==> src/rtl/status_valid_queue_pkg.sv <==
// Shared definitions for the status valid queue family: slot control bit
// layout and the tag-width helper.
package status_valid_pkg;

  localparam int unsigned SLOT_ALLOC_BIT = 0;
  localparam int unsigned SLOT_DONE_BIT  = 1;
  localparam int unsigned SLOT_CTRL_W    = 2;

  function automatic int unsigned sv_clog2(input int unsigned n);
    int unsigned r;
    r = 0;
    for (int unsigned i = 0; i < 32; i++) begin
      if ((32'd1 << i) < n) begin
        r = i + 1;
      end else begin
        r = r;
      end
    end
    return r;
  endfunction

endpackage

==> src/rtl/status_valid_queue_if.sv <==
// Issue/update/retire bundle between the pipeline stages and the status queue.
interface status_valid_queue_if #(
  parameter int unsigned DEPTH = 16,
  parameter int unsigned WIDTH = 1
);
  import status_valid_pkg::*;
  localparam int unsigned AW = sv_clog2(DEPTH);

  logic             push_i;
  logic [WIDTH-1:0] push_value_i;
  logic [AW-1:0]    alloc_tag_o;
  logic             upd_i;
  logic [AW-1:0]    upd_tag_i;
  logic [WIDTH-1:0] upd_value_i;
  logic             upd_err_o;
  logic             pull_i;
  logic             valid_o;
  logic [WIDTH-1:0] head_value_o;
  logic             flush_i;
  logic             full_o;
  logic             empty_o;
  logic [AW:0]      count_o;

  modport slave (
    input  push_i, push_value_i, upd_i, upd_tag_i, upd_value_i, pull_i, flush_i,
    output alloc_tag_o, upd_err_o, valid_o, head_value_o, full_o, empty_o, count_o
  );

  modport master (
    output push_i, push_value_i, upd_i, upd_tag_i, upd_value_i, pull_i, flush_i,
    input  alloc_tag_o, upd_err_o, valid_o, head_value_o, full_o, empty_o, count_o
  );

endinterface

==> src/rtl/status_valid_queue_slot.sv <==
// One queue entry: alloc/done control bits plus the status value.
module status_valid_slot
  import status_valid_pkg::*;
#(
  parameter int unsigned WIDTH = 1
) (
  input  logic             clk_i,
  input  logic             rsn_i,
  input  logic             alloc_set,
  input  logic             free,
  input  logic             upd_hit,
  input  logic [WIDTH-1:0] push_value,
  input  logic [WIDTH-1:0] upd_value,
  input  logic             flush,
  output logic             alloc,
  output logic             done,
  output logic [WIDTH-1:0] value
);

  logic [SLOT_CTRL_W-1:0] ctrl_r;
  logic [WIDTH-1:0]       value_r;

  // Slot state; a retiring slot ignores a same-cycle completion.
  always_ff @(posedge clk_i or negedge rsn_i) begin
    if (!rsn_i) begin
      ctrl_r  <= {SLOT_CTRL_W{1'b0}};
      value_r <= {WIDTH{1'b0}};
    end else if (flush) begin
      ctrl_r  <= {SLOT_CTRL_W{1'b0}};
    end else if (alloc_set) begin
      ctrl_r[SLOT_ALLOC_BIT] <= 1'b1;
      ctrl_r[SLOT_DONE_BIT]  <= 1'b0;
      value_r                <= push_value;
    end else if (free) begin
      ctrl_r  <= {SLOT_CTRL_W{1'b0}};
    end else if (upd_hit) begin
      ctrl_r[SLOT_DONE_BIT]  <= 1'b1;
      value_r                <= upd_value;
    end
  end

  assign alloc = ctrl_r[SLOT_ALLOC_BIT];
  assign done  = ctrl_r[SLOT_DONE_BIT];
  assign value = value_r;

endmodule

==> src/rtl/status_valid_queue.sv <==
// In-order allocate / out-of-order complete / in-order retire status queue.
module status_valid_queue
  import status_valid_pkg::*;
#(
  parameter int unsigned DEPTH = 16,
  parameter int unsigned WIDTH = 1
) (
  input logic                clk_i,
  input logic                rsn_i,
  status_valid_queue_if.slave bus
);

  localparam int unsigned AW = sv_clog2(DEPTH);

  logic [AW-1:0]    head_r;
  logic [AW-1:0]    tail_r;
  logic [AW:0]      count_r;
  logic             upd_err_r;

  logic             full_s;
  logic             empty_s;
  logic             valid_s;
  logic             push_acc_s;
  logic             pull_acc_s;
  logic             upd_miss_s;

  logic             alloc_s     [DEPTH];
  logic             done_s      [DEPTH];
  logic [WIDTH-1:0] value_s     [DEPTH];
  logic             alloc_set_s [DEPTH];
  logic             free_s      [DEPTH];
  logic             upd_hit_s   [DEPTH];

  // Accept decisions and per-slot strobes, all from pre-edge state.
  always_comb begin
    full_s     = (count_r == (AW+1)'(DEPTH));
    empty_s    = (count_r == {(AW+1){1'b0}});
    valid_s    = alloc_s[head_r] & done_s[head_r];
    push_acc_s = bus.push_i & ~full_s & ~bus.flush_i;
    pull_acc_s = bus.pull_i & valid_s & ~bus.flush_i;
    upd_miss_s = bus.upd_i & ~bus.flush_i & ~alloc_s[bus.upd_tag_i];
    for (int i = 0; i < DEPTH; i++) begin
      alloc_set_s[i] = push_acc_s & (tail_r == AW'(i));
      free_s[i]      = pull_acc_s & (head_r == AW'(i));
      upd_hit_s[i]   = bus.upd_i & (bus.upd_tag_i == AW'(i)) & alloc_s[i];
    end
  end

  for (genvar g = 0; g < DEPTH; g++) begin : g_slot
    status_valid_slot #(.WIDTH(WIDTH)) u_slot (
      .clk_i      (clk_i),
      .rsn_i      (rsn_i),
      .alloc_set  (alloc_set_s[g]),
      .free       (free_s[g]),
      .upd_hit    (upd_hit_s[g]),
      .push_value (bus.push_value_i),
      .upd_value  (bus.upd_value_i),
      .flush      (bus.flush_i),
      .alloc      (alloc_s[g]),
      .done       (done_s[g]),
      .value      (value_s[g])
    );
  end

  // Pointers, occupancy and the one-cycle update error flag.
  always_ff @(posedge clk_i or negedge rsn_i) begin
    if (!rsn_i) begin
      head_r    <= {AW{1'b0}};
      tail_r    <= {AW{1'b0}};
      count_r   <= {(AW+1){1'b0}};
      upd_err_r <= 1'b0;
    end else begin
      upd_err_r <= upd_miss_s;
      if (bus.flush_i) begin
        head_r  <= {AW{1'b0}};
        tail_r  <= {AW{1'b0}};
        count_r <= {(AW+1){1'b0}};
      end else begin
        if (push_acc_s) tail_r <= tail_r + AW'(1'b1);
        if (pull_acc_s) head_r <= head_r + AW'(1'b1);
        count_r <= count_r + (AW+1)'(push_acc_s) - (AW+1)'(pull_acc_s);
      end
    end
  end

  assign bus.alloc_tag_o  = tail_r;
  assign bus.upd_err_o    = upd_err_r;
  assign bus.valid_o      = valid_s;
  assign bus.head_value_o = value_s[head_r];
  assign bus.full_o       = full_s;
  assign bus.empty_o      = empty_s;
  assign bus.count_o      = count_r;

endmodule

==> src/flat_wrapper.sv <==
// flat-port wrapper written by rule: the top's interface ports become plain ports
module status_valid_queue_flat import status_valid_pkg::*;
#(
  parameter int unsigned DEPTH = 16,
  parameter int unsigned WIDTH = 1
)
  (clk_i, rsn_i, bus_push_i, bus_push_value_i, bus_upd_i, bus_upd_tag_i, bus_upd_value_i, bus_pull_i, bus_flush_i, bus_alloc_tag_o, bus_upd_err_o, bus_valid_o, bus_head_value_o, bus_full_o, bus_empty_o, bus_count_o);
  status_valid_queue_if #(.DEPTH(DEPTH), .WIDTH(WIDTH)) bus_i ();
  input logic clk_i;
  input logic rsn_i;
  input wire logic [$bits(bus_i.push_i)-1:0] bus_push_i;
  input wire logic [$bits(bus_i.push_value_i)-1:0] bus_push_value_i;
  input wire logic [$bits(bus_i.upd_i)-1:0] bus_upd_i;
  input wire logic [$bits(bus_i.upd_tag_i)-1:0] bus_upd_tag_i;
  input wire logic [$bits(bus_i.upd_value_i)-1:0] bus_upd_value_i;
  input wire logic [$bits(bus_i.pull_i)-1:0] bus_pull_i;
  input wire logic [$bits(bus_i.flush_i)-1:0] bus_flush_i;
  output wire logic [$bits(bus_i.alloc_tag_o)-1:0] bus_alloc_tag_o;
  output wire logic [$bits(bus_i.upd_err_o)-1:0] bus_upd_err_o;
  output wire logic [$bits(bus_i.valid_o)-1:0] bus_valid_o;
  output wire logic [$bits(bus_i.head_value_o)-1:0] bus_head_value_o;
  output wire logic [$bits(bus_i.full_o)-1:0] bus_full_o;
  output wire logic [$bits(bus_i.empty_o)-1:0] bus_empty_o;
  output wire logic [$bits(bus_i.count_o)-1:0] bus_count_o;
  assign bus_i.push_i = bus_push_i;
  assign bus_i.push_value_i = bus_push_value_i;
  assign bus_i.upd_i = bus_upd_i;
  assign bus_i.upd_tag_i = bus_upd_tag_i;
  assign bus_i.upd_value_i = bus_upd_value_i;
  assign bus_i.pull_i = bus_pull_i;
  assign bus_i.flush_i = bus_flush_i;
  assign bus_alloc_tag_o = bus_i.alloc_tag_o;
  assign bus_upd_err_o = bus_i.upd_err_o;
  assign bus_valid_o = bus_i.valid_o;
  assign bus_head_value_o = bus_i.head_value_o;
  assign bus_full_o = bus_i.full_o;
  assign bus_empty_o = bus_i.empty_o;
  assign bus_count_o = bus_i.count_o;
  status_valid_queue #(.DEPTH(DEPTH), .WIDTH(WIDTH)) u_core (.clk_i(clk_i), .rsn_i(rsn_i), .bus(bus_i));
endmodule
==> config.mk <==
export PLATFORM = sky130hd
export DESIGN_NAME = status_valid_queue_flat
export DESIGN_NICKNAME = d
export VERILOG_FILES = /design/src/rtl/status_valid_queue_pkg.sv /design/src/rtl/status_valid_queue_if.sv /design/src/rtl/status_valid_queue_slot.sv /design/src/rtl/status_valid_queue.sv /design/src/flat_wrapper.sv
export SDC_FILE = /design/constraint.sdc
export NUM_CORES = 1
export LEC_CHECK = 0
export ABC_AREA = 1
export CORE_MARGIN = 3
export CORE_UTILIZATION = 30
export CTS_CLUSTER_SIZE = 24
export DETAILED_ROUTE_END_ITERATION = 10
export GPL_ROUTABILITY_DRIVEN = 0
export SLEW_MARGIN = 0
export SYNTH_ARGS = -nofsm -noshare
export SYNTH_HDL_FRONTEND = slang
export SYNTH_HIERARCHICAL = 1
export SYNTH_SLANG_ARGS = --single-unit
==> constraint.sdc <==
create_clock -name clk_i -period 3.7 [get_ports clk_i]
set_input_delay 0.37 -clock clk_i [delete_from_list [all_inputs] [get_ports clk_i]]
set_output_delay 0.37 -clock clk_i [all_outputs]
set_load 0.02 [all_outputs]
==> results of run 1 <==
-- critical path: stages (launching register included) --
cell and delay [ps]:
dfrtp_1 550, inv_4 310, nand2_1 90, nand3_1 90, nand2_1 60, nand2_1 60
nand2_1 80, nor2_4 180, nor2_8 60, nand3_4 140, inv_1 70, ha_1 270
inv_1 40, ha_1 190, fa_1 380, nand2_1 80, inv_1 40, nor2_1 80
nor2_1 40, nor2_1 100, xor2_1 150, nor2_1 50
-- path summary, 6_finish.rpt --
path                                                          end  slack [ps]  depth (start not counted)
worst min register to register     u_core/g_slot[13].u_slot/value         460                          2
worst max-delay path                        u_core/bus.count_o[4]         450                         21
min in group clk_i                 u_core/g_slot[13].u_slot/value         460                          2
max in group asynchronous       u_core/g_slot[4].u_slot/ctrl_r[1]        2620                          2
worst max register to register              u_core/bus.count_o[4]         450                         21
worst min-delay path                    u_core/bus.alloc_tag_o[1]         190                          1
-- metal layers --
| metal | vias up | global-route usage (%) | part of all wire (%) |
|---|---|---|---|
| li1 | 2123 | - | - |
| met1 | 1898 | 22.2 | 49 |
| met2 | 102 | 24.4 | 45 |
| met3 | 16 | 2.54 | 4.4 |
| met4 | 0 | 4.67 | 1.6 |
| met5 | - | 0 | 0 |
-- power breakdown --
part | switching, mW | leakage [nW] | internal [mW]
sequential | 0.0349 | 0.857 | 0.716
clock | 0.304 | 0.162 | 0.592
combinational | 0.208 | 1.53 | 0.132
total | 0.547 | 2.55 | 1.44
-- area by class of cell --
cell class	instances	share of cell area (%)
Clock buffer	13	5.48
Clock inverter	3	0.783
Inverter	113	8.34
Multi-Input combinational cell	478	44.6
Sequential cell	62	30.3
Tap cell	180	4.40
Timing Repair Buffer	34	6.02
-- cells by family after synthesis --
kind of cell	after synthesis	synth area share (%)
buffers and inverters	124	11.4
DFF	62	35.8
and+or+nand+nor	402	39.5
AOI/OAI and AO/OA	57	7.86
adders and majority gates	15	4.51
xor gates and xnor gates	4	0.810
-- registers in the layout, indices dropped and copies added (netlist names) --
| name | cells |
|---|---|
| u_core/head_r | 4 |
| u_core/bus.alloc_tag_o | 4 |
| u_core/g_slot.u_slot/value | 16 |
| u_core/bus.upd_err_o | 1 |
| u_core/g_slot.u_slot/ctrl_r | 32 |
| u_core/bus.count_o | 5 |
-- synthesized netlist by cell type (all sizes together), types with 8 or more instances --
master,count
dfrtp,62
inv,112
a21oi,20
ha,14
nor2,87
nand2,252
nand4,13
nor3,8
o21ai,13
nand3,41
o211ai,16
buf,9
-- per-stage QoR --
step           cell area (um2)  cells
6_report                  5110    883
2_1_floorplan             4330    664
4_1_cts                   5110    883
3_5_place_dp              4790    867
5_1_grt                   5110    883
3_3_place_gp              4790    867
==> flow_summary_export.csv, run 1 <==
group,metric,value,unit
routing,vias_per_cell,4.69,
setup_path,rr_startpoint,"u_core/head_r[0]",
timing,setup_ws,452,ps
timing,maxSlewViolCount,0,
cts,h-tree-depth,3,
floorplan,rows,43,
floorplan,die_height,126,um
power_and_ir_drop,p_leak,2.55,nW
floorplan,core,0.0140,mm2
cells_and_area,drive_above_1_share,13.1,%
synthesis,yosysUniqueCellTypes,31,
synthesis,ys_seq_area_share,35.8,%
cells_and_area,fillCellCount,1506,
cells_and_area,nets,725,
cts,cts-resized-gates,0,
cells_and_area,final_cell_mix,"nand2_1 (235), inv_1 (78), nor2_1 (74), dfrtp_1 (62), nand3_1 (40)",
setup_path,critical_path_class,"reg -> reg",
timing,worst_slew_pin_slew,971,ps
floorplan,ioPinCount,26,
min_path,hold_path.class,"in -> async",
cts,post-cts-setup-buffers,0,
place,port_buffers,25,
cts,clkTransAtPathRegs,50,ps
floorplan,initial_core_util,30.9,%
cts,cts_buffer_depth,2,
power_and_ir_drop,fin_total_pwr,1.99,mW
grt,grt_first_pass_wirelength,19700,um
routing,dr.first_iter.drc_count,233,
place,dp_slack,467,ps
routing,wl_per_cell,13.7,um
cells_and_area,syn_to_final_growth,18.2,%
timing,clock-skew-final,6.91,ps
timing,rsz0062_at_grt,"false",
synthesis,synthTopCellsByArea,"dfrtp_1 (36%), nand2_1 (20%), inv_1 (6.8%)",
cts,root_buffer,"clkbuf_16",
cells_and_area,register_area,0.00155,mm2
timing,hold_violations,0,
timing,fin_crit,3250,ps
synthesis,yosysTopAreaCell,"dfrtp_1",
timing,tns,0,ps
cts,cts_hold_buf,0,
timing,whs,190,ps
setup_path,crit_fanout,27,
cells_and_area,final_common_cell,"nand2_1",
cells_and_area,multi_input_area,0.00228,mm2
synthesis,synth_area,0.00433,mm2
cts,cts.sinks,62,
synthesis,syn_avg_cell_area,6.52,um2
synthesis,yosys_warnings,6,
routing,postRouteAntennaNets,0,
cells_and_area,fin_util,36.6,%
cts,clock_latency,330,ps
synthesis,ys_async_sr_fraction,100,%
floorplan,die_area,0.0159,mm2
grt,grt_pass1_vias,3803,
outcome,status,"completed",
cts,numCtsBuffers,9,
grt,grt_use_total,15.6,%
cells_and_area,n_antenna_cell,0,
setup_path,critical_path_required,3910,ps
setup_path,arrival,3460,ps
timing,fin_crit_sh,87.8,%
setup_path,crit_path_start_kind,"register",
synthesis,ys_seq_elements,62,
power_and_ir_drop,pwr_density_cell,389,mW/mm2
cts,cts_tree,"built",
synthesis,synth_top_area_share,35.8,%
synthesis,synthCells,664,
setup_path,cp-startpoint,"u_core/head_r[0]",
synthesis,synth_edf_count,0,
routing,drtPass1Iterations,5,
setup_path,endpoint_kind,"register",
routing,via_count,4139,
power_and_ir_drop,vdd_drop_max,0.000172,V
routing,wl,12100,um
grt,gr-total-overflow,0,
timing,fmax,308,MHz
timing,setup_viol,0,
routing,remaining_drc_errors,0,
grt,grt_max_degree,41,
timing,maxSlewHeadroom,35.3,%
synthesis,synth_flop_cell,"dfrtp_1",
place,hpwl,8900,um
synthesis,syn_nets,691,
floorplan,die_w,126,um
job,max_cap_violations,0,
grt,antenna_found_initial,0,
No activity file was read; power rests on OpenSTA's default activity.
==> run 2: changes to the inputs <==
--- a/config.mk
+++ b/config.mk
@@ -6,12 +6,13 @@
 export NUM_CORES = 1
 export LEC_CHECK = 0
 export ABC_AREA = 1
+export CORE_ASPECT_RATIO = 1.2
 export CORE_MARGIN = 3
 export CORE_UTILIZATION = 30
 export CTS_CLUSTER_SIZE = 24
 export DETAILED_ROUTE_END_ITERATION = 10
 export GPL_ROUTABILITY_DRIVEN = 0
-export SLEW_MARGIN = 0
+export SLEW_MARGIN = 15
 export SYNTH_ARGS = -nofsm -noshare
 export SYNTH_HDL_FRONTEND = slang
 export SYNTH_HIERARCHICAL = 1
==> run 2 against run 1 <==
Worst setup slack improved by 34 ps. Utilization rose by 0.19 points. First-iteration DRC count fell by 13%. Non-clock buffer count fell by 2. Power rose by 4.5%. Critical path type unchanged. Largest power group unchanged.
==> flow_summary_export.csv, run 2 (same netlist as run 1, synthesis figures left out) <==
group,metric,value,unit
cells_and_area,final_cell_mix,"nand2_1 (235), inv_1 (78), nor2_1 (74), dfrtp_1 (62), nand3_1 (40)",
place,hpwl,8960,um
cts,cts_hold_buf,0,
cts,cts.sinks,62,
routing,dr.first_iter.drc_count,202,
routing,wl_met3,414,um
cts,numCtsBuffers,9,
grt,grt_pass1_vias,3971,
floorplan,initial_core_util,31.1,%
setup_path,critical_path_class,"reg -> reg",
setup_path,crit_top_cell,"nand2_1",
power_and_ir_drop,p_leak,2.55,nW
cells_and_area,syn_to_final_growth,18.3,%
cells_and_area,nets,723,
cts,cts-resized-gates,0,
setup_path,slowest_stage,"dfrtp_1",
routing,dr_wl_met2,5650,um
setup_path,endpoint_kind,"register",
routing,wl_per_cell,14.0,um
floorplan,ioPinCount,26,
outcome,status,"completed",
timing,fin_crit,3210,ps
timing,maxSlewViolCount,0,
cts,post-cts-setup-buffers,0,
floorplan,core,0.0139,mm2
timing,fmax,311,MHz
timing,fin_crit_sh,86.9,%
place,dp.cells,856,
setup_path,crit_fanout,14,
floorplan,die_area,0.0159,mm2
cts,root_buffer,"clkbuf_16",
timing,maxSlewHeadroom,45.2,%
setup_path,cp_slowest_stage_delay,540,ps
cts,clkTransAtPathRegs,60,ps
grt,grt_max_degree,39,
cts,h-tree-depth,3,
cts,cts_tree,"built",
routing,wl_met1,5710,um
place,port_buffers,25,
cts,clock_latency,340,ps
job,max_cap_violations,0,
cts,cts_buffer_depth,2,
grt,grt_first_pass_wirelength,20100,um
routing,top_layer,"met4",
power_and_ir_drop,fin_total_pwr,2.08,mW
floorplan,die_w,116,um
timing,tns,0,ps
routing,vias_per_cell,4.72,
floorplan,rows,47,
grt,gr-total-overflow,0,
grt,grt_use_total,16.5,%
power_and_ir_drop,vdd_drop_max,0.000220,V
routing,remaining_drc_errors,0,
routing,via_count,4118,
timing,whs,27.4,ps
timing,hold_violations,0,
cells_and_area,n_antenna_cell,0,
grt,antenna_found_initial,0,
routing,wl,12200,um
cells_and_area,drive_above_1_share,12.8,%
cells_and_area,largest_reg_flops,32,
routing,postRouteAntennaNets,0,
timing,rsz0062_at_grt,"false",
setup_path,crit_path_start_kind,"register",
timing,worst_slew_pin_slew,819,ps
setup_path,arrival,3420,ps
setup_path,critical_path_required,3910,ps
cells_and_area,instances_no_fill,872,
floorplan,die_height,138,um
timing,clock-skew-final,7.99,ps
power_and_ir_drop,pwr_density_cell,406,mW/mm2
cells_and_area,final_common_cell,"nand2_1",
routing,drtPass1Iterations,5,
cells_and_area,fillCellCount,1469,
cells_and_area,largest-register,"u_core/g_slot.u_slot/ctrl_r",
timing,setup_viol,0,
min_path,hold_path.class,"in -> async",
setup_path,crit_chain,"buf_4 -> nand2_1 -> nand3_1 -> nand2_1 -> nand2_1 -> nand2_1 -> nor2_2 -> nor2_8 -> nand3_4 -> inv_1 -> ha_1 -> inv_1 -> ha_1 -> fa_1 -> nand2_1 -> inv_1 -> nor2_1 -> nor2_1 -> nor2_1 -> xor2_1 -> nor2_1",
[run 2: critical path, delay by kind of cell (launching register included)]
kind | cells | cell delay [ps]
adder cells (fa/ha/maj) | 3 | 840
XOR/XNOR | 1 | 160
AND/OR/NAND/NOR | 13 | 1130
buffers and inverters | 4 | 410
flip-flops | 1 | 540
[run 2: stage by stage]
step                utilization (%)  cell area (um2)  setup slack (ps)
global placement               34.2             4770               552
finish                         36.7             5120               486
global route                   36.7             5120               146
floorplan                         -             4330               761
CTS                            36.7             5120               490
detailed placement             34.2             4770               498
[run 2: layout make-up]
type / count / area [um2] / share of cell area (%)
Inverter: 113 / 427 / 8.33
Clock inverter: 2 / 60.1 / 1.17
Clock buffer: 14 / 294 / 5.74
Timing Repair Buffer: 32 / 293 / 5.72
Multi-Input combinational cell: 478 / 2280 / 44.6
Tap cell: 171 / 214 / 4.18
Sequential cell: 62 / 1550 / 30.3
[run 2: report_power, final]
part | switching [mW] | internal, mW | total, mW
Clock | 0.307 | 0.682 | 0.989
Sequential | 0.0345 | 0.716 | 0.751
Combinational | 0.208 | 0.130 | 0.338
[run 2: worst paths after layout]
check                           slack (ps)                                 to                           from  depth (start not counted)
worst max-delay path                   490              u_core/bus.count_o[4]               u_core/head_r[0]                         21
worst min-delay path                    30     u_core/g_slot[13].u_slot/value                          rsn_i                          1
worst max register to register         490              u_core/bus.count_o[4]               u_core/head_r[0]                         21
worst min register to register         480      u_core/g_slot[2].u_slot/value  u_core/g_slot[2].u_slot/value                          2
max in group asynchronous             2720  u_core/g_slot[2].u_slot/ctrl_r[0]                          rsn_i                          2
min in group clk_i                     480      u_core/g_slot[2].u_slot/value  u_core/g_slot[2].u_slot/value                          2
[run 2: layer usage]
layer | vias up | GRT usage (%)
met4 | 0 | 8.06
met3 | 26 | 2.50
met1 | 1901 | 21.6
met5 | - | 0
met2 | 72 | 26.4
li1 | 2119 | -
==> run 3: changes to the inputs <==
--- a/config.mk
+++ b/config.mk
@@ -9,6 +9,7 @@
 export CORE_ASPECT_RATIO = 1.2
 export CORE_MARGIN = 3
 export CORE_UTILIZATION = 30
+export CTS_BUF_LIST = sky130_fd_sc_hd__clkbuf_2
 export CTS_CLUSTER_SIZE = 24
 export DETAILED_ROUTE_END_ITERATION = 10
 export GPL_ROUTABILITY_DRIVEN = 0
==> run 3 against run 2 <==
Sequential share of layout area grew 1.4 points. Die area stayed put. Clock power down 53%. Hold slack improved by 280 ps. Final cell count is 0.11% higher. Critical path depth unchanged. Routed wire length is 0.96% lower. Critical endpoint unchanged.
==> flow_summary_export.csv, run 3 (same netlist as run 1, synthesis figures left out) <==
group,metric,value,unit
setup_path,crit_fanout,14,
cells_and_area,largest_reg_flops,32,
outcome,status,"completed",
routing,via_count,4156,
setup_path,r2r_end,"u_core/bus.count_o[4]",
timing,maxSlewViolCount,0,
min_path,hold_path.class,"in -> reg",
floorplan,die_area,0.0159,mm2
grt,grt_max_degree,39,
grt,grt_use_total,16.2,%
setup_path,crit_path_start_kind,"register",
cts,root_buffer,"clkbuf_2",
cts,h-tree-depth,3,
setup_path,rrSetupSlack,460,ps
min_path,whs_path_depth,4,
setup_path,cp_top_family,"simple AND/OR/NAND/NOR gates",
timing,clock-skew-final,24.3,ps
floorplan,rows,47,
timing,fin_crit_sh,87.5,%
power_and_ir_drop,pwr_density_cell,317,mW/mm2
setup_path,crit_chain,"buf_4 -> nand2_1 -> nand3_1 -> nand2_1 -> nand2_1 -> nand2_1 -> nor2_2 -> nor2_8 -> nand3_4 -> inv_1 -> ha_1 -> inv_1 -> ha_1 -> fa_1 -> nand2_1 -> inv_1 -> nor2_1 -> nor2_1 -> nor2_1 -> xor2_1 -> nor2_1",
grt,grt_first_pass_wirelength,19900,um
routing,vias_per_cell,4.76,
floorplan,die_height,138,um
timing,hold_violations,0,
floorplan,core,0.0139,mm2
grt,gr-total-overflow,0,
setup_path,rr_startpoint,"u_core/head_r[0]",
grt,antenna_found_initial,0,
routing,wl,12100,um
timing,tns,0,ps
cells_and_area,final_common_cell,"nand2_1",
cts,numCtsBuffers,9,
cts,cts_tree,"built",
cells_and_area,nets,724,
place,postPlaceCellArea,0.00477,mm2
cells_and_area,fin_area,0.00490,mm2
job,max_cap_violations,0,
timing,maxSlewHeadroom,42.5,%
cts,clkTransAtPathRegs,190,ps
cells_and_area,fin_util,35.2,%
cts,clock_latency,530,ps
routing,remaining_drc_errors,0,
setup_path,cp_slowest_stage_delay,580,ps
power_and_ir_drop,fin_total_pwr,1.56,mW
setup_path,endpoint_kind,"register",
floorplan,die_w,116,um
floorplan,initial_core_util,31.1,%
power_and_ir_drop,p_leak,2.46,nW
cts,post-cts-setup-buffers,0,
cts,cts.sinks,62,
min_path,whs_endpoint,"u_core/bus.alloc_tag_o[0]",
routing,wl_per_cell,13.8,um
cells_and_area,final_cell_mix,"nand2_1 (235), inv_1 (78), nor2_1 (74), dfrtp_1 (62), nand3_1 (40)",
grt,grt_pass1_vias,3959,
power_and_ir_drop,vdd_drop_max,0.000198,V
timing,fin_crit,3240,ps
timing,fmax,309,MHz
setup_path,slowest_stage,"dfrtp_1",
setup_path,path_buf_inv,4,
timing,worst_slew_pin_slew,859,ps
timing,rsz0062_at_grt,"false",
timing,setup_ws,461,ps
setup_path,crit_top_cell,"nand2_1",
routing,drtPass1Iterations,6,
routing,postRouteAntennaNets,0,
place,dp_slack,498,ps
setup_path,critical_path_required,4110,ps
cells_and_area,syn_to_final_growth,13.2,%
place,port_buffers,25,
place,hpwl,8960,um
cts,cts_buffer_depth,2,
cells_and_area,largest-register,"u_core/g_slot.u_slot/ctrl_r",
setup_path,arrival,3640,ps
setup_path,critical_path_class,"reg -> reg",
cells_and_area,drive_above_1_share,12.1,%
setup_path,reg2reg_depth,21,
routing,dr.first_iter.drc_count,214,
timing,setup_viol,0,
cells_and_area,n_antenna_cell,0,
min_path,min_from,"bus_flush_i",
floorplan,ioPinCount,26,
==> run 3: cell types whose count changed in the layout (fill, tap and decap cells not counted) <==
cell / previous run / this run
clkinv_1: 1 / 6
clkbuf_16: 9 / 0
clkbuf_8: 5 / 0
dlygate4sd3_1: 0 / 1
clkbuf_2: 0 / 9
==> run 3: report_power, final <==
| group | switching [mW] | total, mW | internal [mW] |
|---|---|---|---|
| Sequential | 0.0351 | 0.750 | 0.715 |
| Clock | 0.253 | 0.466 | 0.213 |
| Combinational | 0.209 | 0.340 | 0.131 |
| Total | 0.497 | 1.56 | 1.06 |
==> run 3: tightest hold or removal path, stage by stage <==
cell and delay [ps]:
buf_2 140, nor2_1 110, inv_1 110, o21ai_0 80
==> run 3: worst max path at each step <==
| stage | from | endpoint | slack (ps) | depth (start not counted) |
|---|---|---|---|---|
| 4_1_cts | u_core/head_r[0] | u_core/bus.count_o[4] | 470 | 21 |
| 3_3_place_gp | u_core/head_r[0] | u_core/bus.count_o[4] | 550 | 21 |
| 6_report | u_core/head_r[0] | u_core/bus.count_o[4] | 460 | 21 |
| 5_1_grt | u_core/head_r[0] | u_core/bus.count_o[4] | 120 | 21 |
| 3_5_place_dp | u_core/head_r[0] | u_core/bus.count_o[4] | 500 | 21 |
| 2_1_floorplan | u_core/head_r[0] | u_core/bus.count_o[4] | 760 | 23 |
==> run 3: per-layer routing <==
metal	GRT usage (%)	part of all wire (%)
met1	21.2	46
met2	26.1	46
met3	3.03	4.5
met4	7.16	3.3
met5	0	0
==> run 3: per-stage QoR <==
stage,hold WS [ps],cells
2_1_floorplan,74.4,664
4_1_cts,293,873
3_5_place_dp,411,856
5_1_grt,333,873
3_3_place_gp,406,856
6_report,307,873
==> run 3: final cells by class <==
| type | count | area (um2) |
|---|---|---|
| fill | 1499 | 9040 |
| tap | 171 | 214 |
| clock buffer | 9 | 45.0 |
| clock inverter | 7 | 78.8 |
| inverter | 113 | 427 |
| sequential | 62 | 1550 |
| multi-input combinational | 478 | 2280 |
| timing repair buffer | 33 | 303 |
==> run 3: timing repair <==
item / 4_1_cts / 5_1_grt
endpoints found under the hold margin: 24 / 0
hold buffers: 1 / 0
resized for setup: 0 / 0
